<file path="config.mk">
export PLATFORM = sky130hd
export DESIGN_NAME = mul_unit_flat
export DESIGN_NICKNAME = d
export VERILOG_FILES = /design/src/rtl/mul_unit_pkg.sv /design/src/rtl/mul_unit_if.sv /design/src/rtl/cla32.sv /design/src/rtl/mul_negate64.sv /design/src/rtl/mul_unit.sv /design/src/flat_wrapper.sv
export SDC_FILE = /design/constraint.sdc
export NUM_CORES = 1
export LEC_CHECK = 0
export CAP_MARGIN = 40
export CORE_ASPECT_RATIO = 0.8
export CORE_MARGIN = 5
export CORE_UTILIZATION = 57
export DETAILED_ROUTE_END_ITERATION = 12
export PLACE_DENSITY_LB_ADDON = 0.2
export SYNTH_ARGS = -nofsm -noshare
export SYNTH_HDL_FRONTEND = slang
export SYNTH_SLANG_ARGS = --single-unit
</file>
<file path="constraint.sdc">
create_clock -name clk -period 4.1 [get_ports clk]
set_clock_uncertainty 0.05 [all_clocks]
set_input_delay 0.41 -clock clk [delete_from_list [all_inputs] [get_ports clk]]
set_output_delay 0.41 -clock clk [all_outputs]
set_load 0.005 [all_outputs]
</file>
<file path="src/rtl/mul_unit_pkg.sv">
// Shared definitions for the iterative shift-add multiplier.
package mul_unit_pkg;

  localparam int unsigned MUL_WIDTH = 32;
  localparam int unsigned MUL_ITER  = 32;

  typedef enum logic [2:0] {
    ST_IDLE = 3'd0,
    ST_PREP = 3'd1,
    ST_ITER = 3'd2,
    ST_FIX  = 3'd3,
    ST_DONE = 3'd4
  } mul_state_t;

endpackage

</file>
<file path="src/rtl/mul_unit_if.sv">
// Start/busy/done handshake and operand/result bus between execute control and mul_unit.
interface mul_unit_if;
  import mul_unit_pkg::*;

  logic                 start;
  logic                 is_signed;
  logic [MUL_WIDTH-1:0] op_a;
  logic [MUL_WIDTH-1:0] op_b;
  logic                 busy;
  logic                 done;
  logic [MUL_WIDTH-1:0] hi;
  logic [MUL_WIDTH-1:0] lo;

  modport master (
    output start, is_signed, op_a, op_b,
    input  busy, done, hi, lo
  );

  modport slave (
    input  start, is_signed, op_a, op_b,
    output busy, done, hi, lo
  );
endinterface

</file>
<file path="src/rtl/cla32.sv">
// 32-bit carry-lookahead adder: 4-bit lookahead groups, group carries chained.
module cla32 (
  input  logic [31:0] i_a,
  input  logic [31:0] i_b,
  input  logic        i_cin,
  output logic [31:0] o_sum,
  output logic        o_cout
);
  logic [31:0] w_g;
  logic [31:0] w_p;
  logic [32:0] w_c;

  assign w_g = i_a & i_b;
  assign w_p = i_a ^ i_b;

  // Per-group lookahead carries, each group fed by the previous group's carry-out
  always_comb begin
    int unsigned b;
    logic        c0;
    w_c    = '0;
    w_c[0] = i_cin;
    for (int unsigned j = 0; j < 8; j++) begin
      b  = 4 * j;
      c0 = w_c[b];
      w_c[b+1] = w_g[b] | (w_p[b] & c0);
      w_c[b+2] = w_g[b+1] | (w_p[b+1] & w_g[b]) | (w_p[b+1] & w_p[b] & c0);
      w_c[b+3] = w_g[b+2] | (w_p[b+2] & w_g[b+1]) | (w_p[b+2] & w_p[b+1] & w_g[b])
               | (w_p[b+2] & w_p[b+1] & w_p[b] & c0);
      w_c[b+4] = w_g[b+3] | (w_p[b+3] & w_g[b+2]) | (w_p[b+3] & w_p[b+2] & w_g[b+1])
               | (w_p[b+3] & w_p[b+2] & w_p[b+1] & w_g[b])
               | (w_p[b+3] & w_p[b+2] & w_p[b+1] & w_p[b] & c0);
    end
  end

  assign o_sum  = w_p ^ w_c[31:0];
  assign o_cout = w_c[32];
endmodule

</file>
<file path="src/rtl/mul_negate64.sv">
// Two's-complement negate built from two chained CLA32 adds.
// i_split=1 cuts the carry between halves, giving two independent 32-bit negates.
module mul_negate64 (
  input  logic [63:0] i_val,
  input  logic        i_split,
  output logic [63:0] o_neg
);
  logic w_lo_cout;
  logic w_hi_cin;
  logic w_cout_unused;

  assign w_hi_cin = i_split ? 1'b1 : w_lo_cout;

  cla32 u_lo (
    .i_a    (~i_val[31:0]),
    .i_b    ('0),
    .i_cin  (1'b1),
    .o_sum  (o_neg[31:0]),
    .o_cout (w_lo_cout)
  );

  cla32 u_hi (
    .i_a    (~i_val[63:32]),
    .i_b    ('0),
    .i_cin  (w_hi_cin),
    .o_sum  (o_neg[63:32]),
    .o_cout (w_cout_unused)
  );
endmodule

</file>
<file path="src/rtl/mul_unit.sv">
// Iterative 32x32->64 shift-add multiplier (MULT/MULTU), fixed 34-cycle latency.
module mul_unit
  import mul_unit_pkg::*;
#(
  parameter int unsigned WIDTH = MUL_WIDTH,
  parameter int unsigned ITER  = MUL_ITER
) (
  input  logic       clk,
  input  logic       rst,
  mul_unit_if.slave  bus
);
  mul_state_t           r_state;
  logic                 r_busy;
  logic                 r_done;
  logic [WIDTH-1:0]     r_hi;
  logic [WIDTH-1:0]     r_lo;
  logic [WIDTH-1:0]     r_a;
  logic [WIDTH-1:0]     r_b;
  logic                 r_signed;
  logic                 r_neg;
  logic [2*WIDTH:0]     r_acc;
  logic [5:0]           r_cnt;

  logic [WIDTH-1:0]     w_sum;
  logic                 w_cout;
  logic                 w_split;
  logic [2*WIDTH-1:0]   w_neg_in;
  logic [2*WIDTH-1:0]   w_neg_out;
  logic [WIDTH-1:0]     w_mag_a;
  logic [WIDTH-1:0]     w_mag_b;
  logic [2*WIDTH:0]     w_acc_add;
  logic [2*WIDTH:0]     w_acc_next;

  // One negate unit shared: split 32-bit magnitudes in PREP, full 64-bit sign fix in FIX
  always_comb begin
    w_split  = (r_state != ST_FIX);
    w_neg_in = w_split ? {r_b, r_a} : r_acc[2*WIDTH-1:0];
    w_mag_a  = (r_signed & r_a[WIDTH-1]) ? w_neg_out[WIDTH-1:0]       : r_a;
    w_mag_b  = (r_signed & r_b[WIDTH-1]) ? w_neg_out[2*WIDTH-1:WIDTH] : r_b;
  end

  mul_negate64 u_neg (
    .i_val   (w_neg_in),
    .i_split (w_split),
    .o_neg   (w_neg_out)
  );

  cla32 u_add (
    .i_a    (r_acc[2*WIDTH-1:WIDTH]),
    .i_b    (r_a),
    .i_cin  (1'b0),
    .o_sum  (w_sum),
    .o_cout (w_cout)
  );

  // One shift-add step: conditional add of |a| into the upper half, then shift right
  always_comb begin
    w_acc_add  = r_acc[0] ? {w_cout, w_sum, r_acc[WIDTH-1:0]} : r_acc;
    w_acc_next = w_acc_add >> 1;
  end

  // Control FSM with registered handshake and result outputs
  always_ff @(posedge clk) begin
    if (rst) begin
      r_state  <= ST_IDLE;
      r_busy   <= 1'b0;
      r_done   <= 1'b0;
      r_hi     <= '0;
      r_lo     <= '0;
      r_a      <= '0;
      r_b      <= '0;
      r_signed <= 1'b0;
      r_neg    <= 1'b0;
      r_acc    <= '0;
      r_cnt    <= '0;
    end else begin
      case (r_state)
        ST_IDLE, ST_DONE: begin
          r_done <= 1'b0;
          if (bus.start) begin
            r_a      <= bus.op_a;
            r_b      <= bus.op_b;
            r_signed <= bus.is_signed;
            r_busy   <= 1'b1;
            r_state  <= ST_PREP;
          end else begin
            r_state  <= ST_IDLE;
          end
        end
        ST_PREP: begin
          r_a     <= w_mag_a;
          r_neg   <= r_signed & (r_a[WIDTH-1] ^ r_b[WIDTH-1]);
          r_acc   <= {{(WIDTH+1){1'b0}}, w_mag_b};
          r_cnt   <= '0;
          r_state <= ST_ITER;
        end
        ST_ITER: begin
          r_acc <= w_acc_next;
          r_cnt <= r_cnt + 6'd1;
          if (r_cnt == 6'(ITER - 1)) begin
            r_state <= ST_FIX;
          end
        end
        ST_FIX: begin
          if (r_neg) begin
            {r_hi, r_lo} <= w_neg_out;
          end else begin
            {r_hi, r_lo} <= r_acc[2*WIDTH-1:0];
          end
          r_busy  <= 1'b0;
          r_done  <= 1'b1;
          r_state <= ST_DONE;
        end
        default: begin
          r_busy  <= 1'b0;
          r_done  <= 1'b0;
          r_state <= ST_IDLE;
        end
      endcase
    end
  end

  assign bus.busy = r_busy;
  assign bus.done = r_done;
  assign bus.hi   = r_hi;
  assign bus.lo   = r_lo;
endmodule

</file>
<file path="src/flat_wrapper.sv">
// flat-port wrapper written by rule: the top's interface ports become plain ports
module mul_unit_flat import mul_unit_pkg::*;
#(
  parameter int unsigned WIDTH = MUL_WIDTH,
  parameter int unsigned ITER  = MUL_ITER
)
  (clk, rst, bus_start, bus_is_signed, bus_op_a, bus_op_b, bus_busy, bus_done, bus_hi, bus_lo);
  mul_unit_if bus_i ();
  input  logic clk;
  input  logic rst;
  input wire logic [$bits(bus_i.start)-1:0] bus_start;
  input wire logic [$bits(bus_i.is_signed)-1:0] bus_is_signed;
  input wire logic [$bits(bus_i.op_a)-1:0] bus_op_a;
  input wire logic [$bits(bus_i.op_b)-1:0] bus_op_b;
  output wire logic [$bits(bus_i.busy)-1:0] bus_busy;
  output wire logic [$bits(bus_i.done)-1:0] bus_done;
  output wire logic [$bits(bus_i.hi)-1:0] bus_hi;
  output wire logic [$bits(bus_i.lo)-1:0] bus_lo;
  assign bus_i.start = bus_start;
  assign bus_i.is_signed = bus_is_signed;
  assign bus_i.op_a = bus_op_a;
  assign bus_i.op_b = bus_op_b;
  assign bus_busy = bus_i.busy;
  assign bus_done = bus_i.done;
  assign bus_hi = bus_i.hi;
  assign bus_lo = bus_i.lo;
  mul_unit #(.WIDTH(WIDTH), .ITER(ITER)) u_core (.clk(clk), .rst(rst), .bus(bus_i));
endmodule
</file>
* Word level (Yosys, flattened, before mapping) *
Cells that the tools add are included.

word-level totals
  bits in registers = 206
  input port bits = 68
  word-level logic and storage cells = 407

cells by class
  add/subtract/negate cells = 1
  equal/unequal tests = 9
  multiplexer cells = 17
  bitwise gates (word level) = 361
  reduce and logical (&&, ||, !) cells = 8

operators by type and width
  operator                                              count
  AND 1 bit                                             276
  two-way mux 32 bit                                    5
  case mux 65 bit (2 select lines)                      1
  bitwise XOR 32 bit                                    4
  OR 1 bit                                              76
  two-way mux 65 bit                                    1
  two-way mux 64 bit                                    1
  NOT 32 bit                                            2
  case mux 32 bit (2 select lines)                      1
  AND 32 bit                                            1
  case mux 3 bit (4 select lines)                       1
  case mux 6 bit (2 select lines)                       1
  adder 6 x 1 -> 6 bit (second input constant)          1
  equality test 3 x 2 -> 1 bit (second input constant)  2
  equality test 6 x 5 -> 1 bit (second input constant)  1
  != test 2 x 1 -> 1 bit (second input constant)        2
  case mux 1 bit (2 select lines)                       2
  AND reduction 2 bit                                   2
  nonzero test 2 bit                                    2
  OR reduction 2 bit                                    2
  equality test 3 x 1 -> 1 bit (second input constant)  1
  equality test 3 bit (second input constant)           1
  logical NOT 3 bit                                     1
  two-way mux 1 bit                                     3
  6 further kinds                                       6

* Depth between registers and ports, before layout *
Gate-level depths: netlist (run 1).

  depth after elaboration = 25
  depth in mapped cells = 16
  mapped depth without buffers = 16

* Cells and area by module *
Synthesis (run 1) repeated with hierarchy kept, for this count alone.

second synthesis, totals
  cell total of the unflattened synthesis = 1737
  area, all modules = 15366.0 µm²

by module, submodules not included
  module                     instances  cells an instance  area each (µm²)  seq. area each (µm²)
  mul_unit                   1          1190               10961.8          4103.9
  cla32 (u_core.u_add ...)   2          160                1385.1           0.0
  cla32 (u_core.u_neg.u_lo)  1          160                1380.1           0.0
  mul_negate64               1          67                 254.0            0.0

* Least setup slack after synthesis (run 1) *
No wires, ideal clock.

  path kind = reg2reg
  start point = reg u_core.r_acc[41]
  end point = reg u_core.r_acc[55]
  setup time = 0.065 ns
  arrival time = 3.391 ns
  data required time = 3.985 ns
  setup slack = 0.594 ns
  stages on the path, launching flop included = 14
  buffers on the path = 0
  path through = dfxtp_1 > ha_1 > a211oi_1 > o21bai_1 > or4_1 > o211a_1 > o21a_1 > o21a_1 > o211a_1 > a211oi_1 > fa_1 > a211oi_1 > a21oi_1 > nor2_1

on the way
  cells in the longest elaborated chain, start to end = 14

ends and longest elaborated chain
  item                                                     line                                   text
  start, declared                                          mul_unit.sv:21                         logic [2*WIDTH:0] r_acc;
  start signal, assigned                                   mul_unit.sv:93                         r_acc <= {{(WIDTH+1){1'b0}}, w_mag_b};
  start signal, assigned                                   mul_unit.sv:98                         r_acc <= w_acc_next;
  AND 32 bit / bitwise XOR 32 bit (equally long branches)  cla32.sv:13, cla32.sv:14
  AND 1 bit, on equally long branches                      cla32.sv:29, cla32.sv:30, cla32.sv:31
  OR 1 bit (tied with other cells)                         cla32.sv:29                            w_c[b+4] = w_g[b+3] | (w_p[b+3] & w_g[b+2]) | (w_p[b+3] & w_p[b+2] & w_g[b+1])
  OR 1 bit / AND 1 bit (equally long branches)             cla32.sv:30, cla32.sv:31
  OR 1 bit *                                               cla32.sv:31                            | (w_p[b+3] & w_p[b+2] & w_p[b+1] & w_p[b] & c0);
  AND 1 bit *                                              cla32.sv:31
  OR 1 bit *                                               cla32.sv:31
  AND 1 bit *                                              cla32.sv:31
  OR 1 bit *                                               cla32.sv:31
  AND 1 bit *                                              cla32.sv:31
  OR 1 bit *                                               cla32.sv:31
  bitwise XOR 32 bit *                                     cla32.sv:35                            assign o_sum = w_p ^ w_c[31:0];
  two-way mux 65 bit *                                     mul_unit.sv:58                         w_acc_add = r_acc[0] ? {w_cout, w_sum, r_acc[WIDTH-1:0]} : r_acc;
  case mux 65 bit (2 select lines) *                       mul_unit.sv:77                         case (r_state)

Mark *: on every way between the ends. The rest lies on a longest branch, timed or not. The select of a mux whose other input is x is not followed.
A chain may end at the register's enable or synchronous reset.

* Final worst setup path (run 1) *
  start point = reg u_core.r_acc[42]
  end point = reg u_core.r_acc[60]

on the way
  cells in the longest elaborated chain, start to end = 19

ends and longest elaborated chain
  item                                                     line                                   text
  AND 32 bit / bitwise XOR 32 bit (equally long branches)  cla32.sv:13, cla32.sv:14
  AND 1 bit, on equally long branches                      cla32.sv:29, cla32.sv:30, cla32.sv:31
  OR 1 bit (tied with other cells) (2 in a row)            cla32.sv:29
  OR 1 bit / AND 1 bit (equally long branches)             cla32.sv:30, cla32.sv:31
  OR 1 bit *                                               cla32.sv:31
  AND 1 bit *                                              cla32.sv:31
  OR 1 bit *                                               cla32.sv:31
  AND 1 bit *                                              cla32.sv:31
  (+2 left out)                                            n/a
  OR 1 bit *                                               cla32.sv:31
  AND 1 bit *                                              cla32.sv:31
  OR 1 bit *                                               cla32.sv:31
  AND 1 bit *                                              cla32.sv:25                            w_c[b+1] = w_g[b] | (w_p[b] & c0);
  OR 1 bit *                                               cla32.sv:25
  bitwise XOR 32 bit *                                     cla32.sv:35
  two-way mux 65 bit *                                     mul_unit.sv:58
  case mux 65 bit (2 select lines) *                       mul_unit.sv:77

Marks and branches as above.

==> reports/metrics.cfg, run 1 <==
[run_status]
status = finished, final reports clean

[grt]
grt-ovfl-total = 0
antenna_found_initial = 2
track_usage_pct = 32.3
grt_pass1_vias = 11500
grt_pass1_wl_mm = 64.2
grt_max_degree = 142

[power]
p_int_mw = 3.67
p_comb_share_pct = 18.8
ir_drop_mv = 0.304
sequentialPowerShare_pct = 41.8
switchingPower_mw = 1.57
total_leakage_power_nw = 5.21
switching_share_pct = 29.9
pwr-share-clk_pct = 39.4
powerDensity_nw_per_um2 = 364

[clock_network]
clk_latency_ps = 520
cts_resized = 0
postCtsHoldBufs = 0
clk_path_buf_depth = 3
path_clk_slew_ps = 70
cts_buffers = 22
h-tree-depth = 1
post_cts_buffers = 0
cts_root_buf = clkbuf_16
cts_num_sinks = 205
cts_tree = built

[yosys]
synth_top_flop_cell = dfxtp_1
synth-seq-area-share_pct = 33.9
synth_cell_types = 68
syn_area_per_cell_um2 = 7.77
synthAdderAreaFrac_pct = 6.40
synth_xor_area_share_pct = 5.94
syn_area_um2 = 12100
yosys_warnings = 0
synth_cells = 1555
ys_ff_latch = 205
synth-compound-area-share_pct = 23.9
synth_top_area_cell = dfxtp_1
yosys.area_share.simple_pct = 21.4
yosys-top-cells-area = dfxtp_1 (34%), nor2_1 (8.1%), a21oi_1 (7.2%), nand2_1 (5.4%), ha_1 (5.1%)
synth_edf_count = 0
synthMuxAreaShare_pct = 3.85
yosysTopAreaCellShare_pct = 33.9
synth_top_family_by_area = compound AO/OA/AOI/OAI gates
async_flop_share_pct = 0
synth_nets = 1680

[timing]
setup_violations = 0
grt_setup_unrepaired = no
period_share_pct = 92.9
fmax_ghz = 0.263
worstMarginPinSlew_ps = 880
slew_violations = 0
relSlewSlack_pct = 41.1
min_period_ps = 3810
hold_viol = 0
fin_setup_tns_ps = 0

[setup_path]
crit_type = reg2reg
critical_path_required_ps = 4440
cp-end-kind = register
startpoint_type = register
worstPathArrival_ps = 4140
worstPathMaxFanout = 7

[drt]
firstDrtPassIters = 6
wire_per_inst_um = 21.4
vias = 12300
post-route-drc-count = 0
dr.first_iter.drc_count = 1365
viasPerCell = 6.43
wl_mm = 41.0
drtAntennaViolNets = 0

[die]
ios = 134
die_h_um = 140
start_util_pct = 58.2
rows = 47
coreArea_um2 = 20800
dieArea_um2 = 24200
die_width_um = 173

[layout]
final_cell_mix = nor2_1 (260), dfxtp_1 (204), nand2_1 (175)
insertedDiodeCount = 0
regArea_um2 = 4110
final_util_pct = 69.3
fin_nets = 1757
multi_input_area_um2 = 7460
layout_commonest_cell = nor2_1
fill_cells = 1760
area_growth_pct = 19.0
drive_gt1_share_pct = 6.13

[job]
drv_cap = 0

[placement]
post-dp-hpwl_mm = 29.0
portBuffers = 133
gp_congestion = 0.968

[worst_hold_path]
hold_path_class = in2reg

## per-layer routing
metal | share of wire [%] | GRT usage [%] | vias up | wire [um]
li1 | - | - | 5711 | -
met1 | 41 | 42.9 | 5890 | 16900
met2 | 46 | 52.6 | 596 | 18700
met3 | 8.8 | 5.93 | 122 | 3630
met4 | 4.3 | 12.5 | 4 | 1760
met5 | 0.066 | 0 | - | 27
## final cells by class
type                    count  share of cell area, %
repair buffers            170                   11.4
clock inverters             8                  0.539
inverters                  25                  0.652
clock buffers              32                   4.72
multi-input cells        1208                   51.8
well taps                 269                   2.34
flip-flops and latches    205                   28.5
## power groups by stage
stage | Combinational [mW] | Clock, mW | Sequential [mW]
2_1_floorplan | 0.624 | 0 | 2.19
3_5_place_dp | 0.958 | 0 | 2.23
4_1_cts | 0.964 | 2.08 | 2.19
6_report | 0.983 | 2.07 | 2.19
3_3_place_gp | 0.944 | 0 | 2.23
5_1_grt | 1.06 | 2.17 | 2.20
## worst paths after layout
kind,endpoint,from,slack (ps),depth (start not counted)
worst max-delay path,u_core.r_acc[60]$_SDFFE_PP0N_,u_core.r_acc[42]$_SDFFE_PP0N_,290,16
worst min-delay path,u_core.r_a[31]$_SDFFE_PP0P_,rst,330,2
worst max register to register,u_core.r_acc[60]$_SDFFE_PP0N_,u_core.r_acc[42]$_SDFFE_PP0N_,290,16
worst min register to register,u_core.bus.lo[0]$_SDFFE_PP0P_,u_core.bus.lo[0]$_SDFFE_PP0P_,410,2
## cells in the mapped netlist (all sizes together), types with 24 or more instances
library cell,instances
inv,25
clkbuf,90
ha,49
xnor2,24
mux2i,42
nor3,35
xor2,58
nor2,261
buf,27
nand2,175
dfxtp,205
a211oi,79
o21ai,45
a21oi,173
## registers in the layout (all words and copies together) (netlist names)
signal           flops
u_core.r_acc        64
u_core.bus.hi       32
u_core.bus.lo       32
u_core.r_a          32
u_core.r_b          32
u_core.r_cnt         6
u_core.r_state       3
u_core.bus.busy      1
u_core.bus.done      1
u_core.r_neg         1
u_core.r_signed      1
## stage by stage
step / cell area [um2] / hold WS (ps) / setup slack (ps) / power (mW) / instances
2_1_floorplan: 12100 / 399 / 594 / 2.81 / 1555
3_3_place_gp: 13600 / 400 / 322 / 3.17 / 1876
3_5_place_dp: 13600 / 405 / 308 / 3.19 / 1877
4_1_cts: 14400 / 347 / 281 / 5.23 / 1917
5_1_grt: 14400 / 380 / 36.0 / 5.43 / 1917
6_report: 14400 / 335 / 291 / 5.24 / 1917
## critical path, stage by stage (launching register included)
cell and delay, ps:
dfxtp_1 380, ha_1 380, nand4_1 150, or3_1 360, o22ai_1 360, buf_4 220
o211ai_1 150, a21boi_0 300, o21ai_0 140, nor2b_1 160, fa_1 430, xor2_1 160
nor2_1 50, a21oi_1 130, nor2_1 60, a21oi_1 150, nor2_1 50
## cell families (layout without fill, tap and decap cells)
family / Yosys count / count (layout)
adders and majority gates: 57 / 57
and+or+nand+nor: 583 / 583
muxes: 46 / 46
xor gates and xnor gates: 82 / 82
buffers and inverters: 142 / 235
AOI/OAI and AO/OA: 440 / 440
DFF: 205 / 205
No activity file was read; power rests on OpenSTA's default activity.
==> inputs of run 2 (changes only) <==
- ABC_CLOCK_PERIOD_IN_PS: unset -> 4200
- CTS_CLUSTER_SIZE: unset -> 25
- clock period: 4.1 -> 4.2 ns (I/O delays scaled with it)
==> run 2 against run 1 <==
Combinational power is 2.1% lower. Total power is 0.50% higher. Worst setup slack better by 89 ps. Sequential share of layout area is 0.074 points lower. Count of clock-buffer cells in the layout is 2 lower. Fmax is 0.28% lower. Non-clock buffer count is 2 lower. Sequential power is 2% lower. Final cell count is 0.10% lower. Sequential cell count stayed put. Critical endpoint is now u_core.r_acc[56]$_SDFFE_PP0N_.
==> reports/metrics.cfg, run 2 (synthesized netlist as in run 1, its figures left out) <==
[clock_network]
cts_root_buf = clkbuf_16
clk_latency_ps = 520  ; about the same
cts_num_sinks = 205  ; unchanged
post_cts_buffers = 0  ; unchanged
clk_path_buf_depth = 3  ; unchanged
cts_tree = built
cts_buffers = 22  ; unchanged
postCtsHoldBufs = 0  ; unchanged
h-tree-depth = 1  ; unchanged
path_clk_slew_ps = 70  ; about the same

[placement]
dpl_cell_area_um2 = 13600  ; -0.11%
portBuffers = 133  ; unchanged
pre_cts_ws_ps = 324  ; +16.7 ps
post-dp-hpwl_mm = 29.2  ; +0.66%
gp_congestion = 0.947  ; -2.2%

[timing]
fin_setup_tns_ps = 0  ; unchanged
fmax_ghz = 0.262  ; -0.28%
worstMarginPinSlew_ps = 891  ; +10.8 ps
setup_violations = 0  ; unchanged
grt_setup_unrepaired = no
period_share_pct = 90.9  ; -2.0 points
hold_viol = 0  ; unchanged
min_period_ps = 3820  ; +10.6 ps
holdWs_ps = 327  ; -7.75 ps
relSlewSlack_pct = 40.6  ; -0.50 points
layout_setup_ws_ps = 380  ; +89.4 ps
slew_violations = 0  ; unchanged

[power]
powerDensity_nw_per_um2 = 365  ; +0.24%
pwr-share-clk_pct = 41.1  ; +1.7 points
ir_drop_mv = 0.295  ; -2.9%
sequentialPowerShare_pct = 40.6  ; -1.2 points
total_leakage_power_nw = 5.24  ; +0.51%
switchingPower_mw = 1.53  ; -2.2%
p_comb_share_pct = 18.3  ; -0.5 points
p_int_mw = 3.73  ; +1.6%
switching_share_pct = 29.1  ; -0.80 points

[setup_path]
worstPathArrival_ps = 4160  ; +20 ps
cp_cell_sequence = ha_1, a211oi_1, o21bai_1, or4_1, o211a_1, o21a_1, o21a_1, o211a_1, a211oi_2, fa_1, xor2_1, nor2_1, a21oi_1, nor2_1, a21oi_1, nor2_1
max_stage_delay_ps = 590  ; +160 ps
crit_type = reg2reg
r2r-start = u_core.r_acc[41]$_SDFFE_PP0N_
startpoint_type = register
critPathSlowestCell = or4_1
cp-end-kind = register
crit_family = compound AO/OA/AOI/OAI gates
critical_path_required_ps = 4540  ; +100 ps
crit_path_start = u_core.r_acc[41]$_SDFFE_PP0N_
worstPathMaxFanout = 5  ; -2
crit_buf_inv = 0  ; -1
cp_common_cell = nor2_1

[drt]
dr.first_iter.drc_count = 1387  ; +1.6%
wl_mm = 41.4  ; +0.76%
post-route-drc-count = 0  ; unchanged
wire_per_inst_um = 21.6  ; +0.87%
vias = 12200  ; -1.3%
viasPerCell = 6.35  ; -1.2%
firstDrtPassIters = 5  ; -1
drtAntennaViolNets = 0  ; unchanged

[layout]
layout_commonest_cell = nor2_1
drive_gt1_share_pct = 6.01  ; -0.11 points
fill_cells = 1778  ; +1.0%
fin_nets = 1755  ; -0.11%
largest_register = u_core.r_acc
largest_reg_flops = 64  ; unchanged
insertedDiodeCount = 0  ; unchanged
finalInstanceArea_um2 = 14400  ; +0.26%
area_growth_pct = 19.3
final_cell_mix = nor2_1 (260), dfxtp_1 (204), nand2_1 (175)

[die]
start_util_pct = 58.2  ; unchanged
rows = 47  ; unchanged
die_h_um = 140  ; unchanged
coreArea_um2 = 20800  ; unchanged
dieArea_um2 = 24200  ; unchanged
ios = 134  ; unchanged
die_width_um = 173  ; unchanged

[worst_hold_path]
hold_path_class = in2reg
hp-start = rst

[grt]
grt-ovfl-total = 0  ; unchanged
antenna_found_initial = 0  ; -2
grt_max_degree = 117  ; -18%
grt_pass1_wl_mm = 64.7  ; +0.81%
track_usage_pct = 32.6  ; +0.29 points
grt_pass1_vias = 11500  ; -0.21%

[run_status]
status = finished, final reports clean

[job]
drv_cap = 0  ; unchanged

[run 2: changes by cell type in the layout (fill, tap and decap cells not counted), sizes merged]
cell,delta
clkinvlp,-2
buf,-2
bufinv,+3
clkinv,+1
clkbuf,-2
[run 2: what timing repair did]
action                                  in CTS  in global routing
resized for setup                            0                  1
hold endpoints to repair                     0                  0
endpoints found under the setup margin       0                  1
[run 2: final cells by class]
cell class                      count  area (um2)  area share [%]
Clock buffer                       30         652            4.52
Clock inverter                     10         158            1.09
Inverter                           25        93.8           0.651
Multi-Input combinational cell   1208        7460            51.7
Sequential cell                   205        4110            28.5
Tap cell                          269         337            2.33
Timing Repair Buffer              168        1620            11.2
[run 2: path summary, 6_finish.rpt]
check	to	slack [ps]	cells after the start
setup / recovery	u_core.r_acc[56]$_SDFFE_PP0N_	380	16
setup reg to reg	u_core.r_acc[56]$_SDFFE_PP0N_	380	16
hold / removal	u_core.r_acc[49]$_SDFFE_PP0N_	330	2
hold reg to reg	u_core.bus.lo[0]$_SDFFE_PP0P_	410	2
[run 2: power groups by stage]
stage                     sequential, mW  clock [mW]  combinational (mW)
after floorplan                     2.14           0               0.609
after CTS                           2.13        2.19               0.948
final                               2.14        2.17               0.962
after global placement              2.17           0               0.923
after detailed placement            2.17           0               0.941
after global routing                2.14        2.27                1.04
[run 2: per-layer routing]
metal / vias up / part of all wire, % / wire [um] / global-route usage (%)
li1: 5728 / - / - / -
met2: 640 / 45 / 18600 / 52.8
met1: 5671 / 41 / 17000 / 42.8
met5: - / 0 / 0 / 0
met3: 125 / 9.5 / 3930 / 6.55
met4: 0 / 4.4 / 1840 / 13.3
[run 2: through the flow]
stage	total power, mW	std cells	util (%)
finish	5.27	1915	69.5
global route	5.46	1915	69.5
CTS	5.27	1915	69.5
detailed placement	3.12	1875	65.6
global placement	3.10	1874	65.5
floorplan	2.75	1555	-
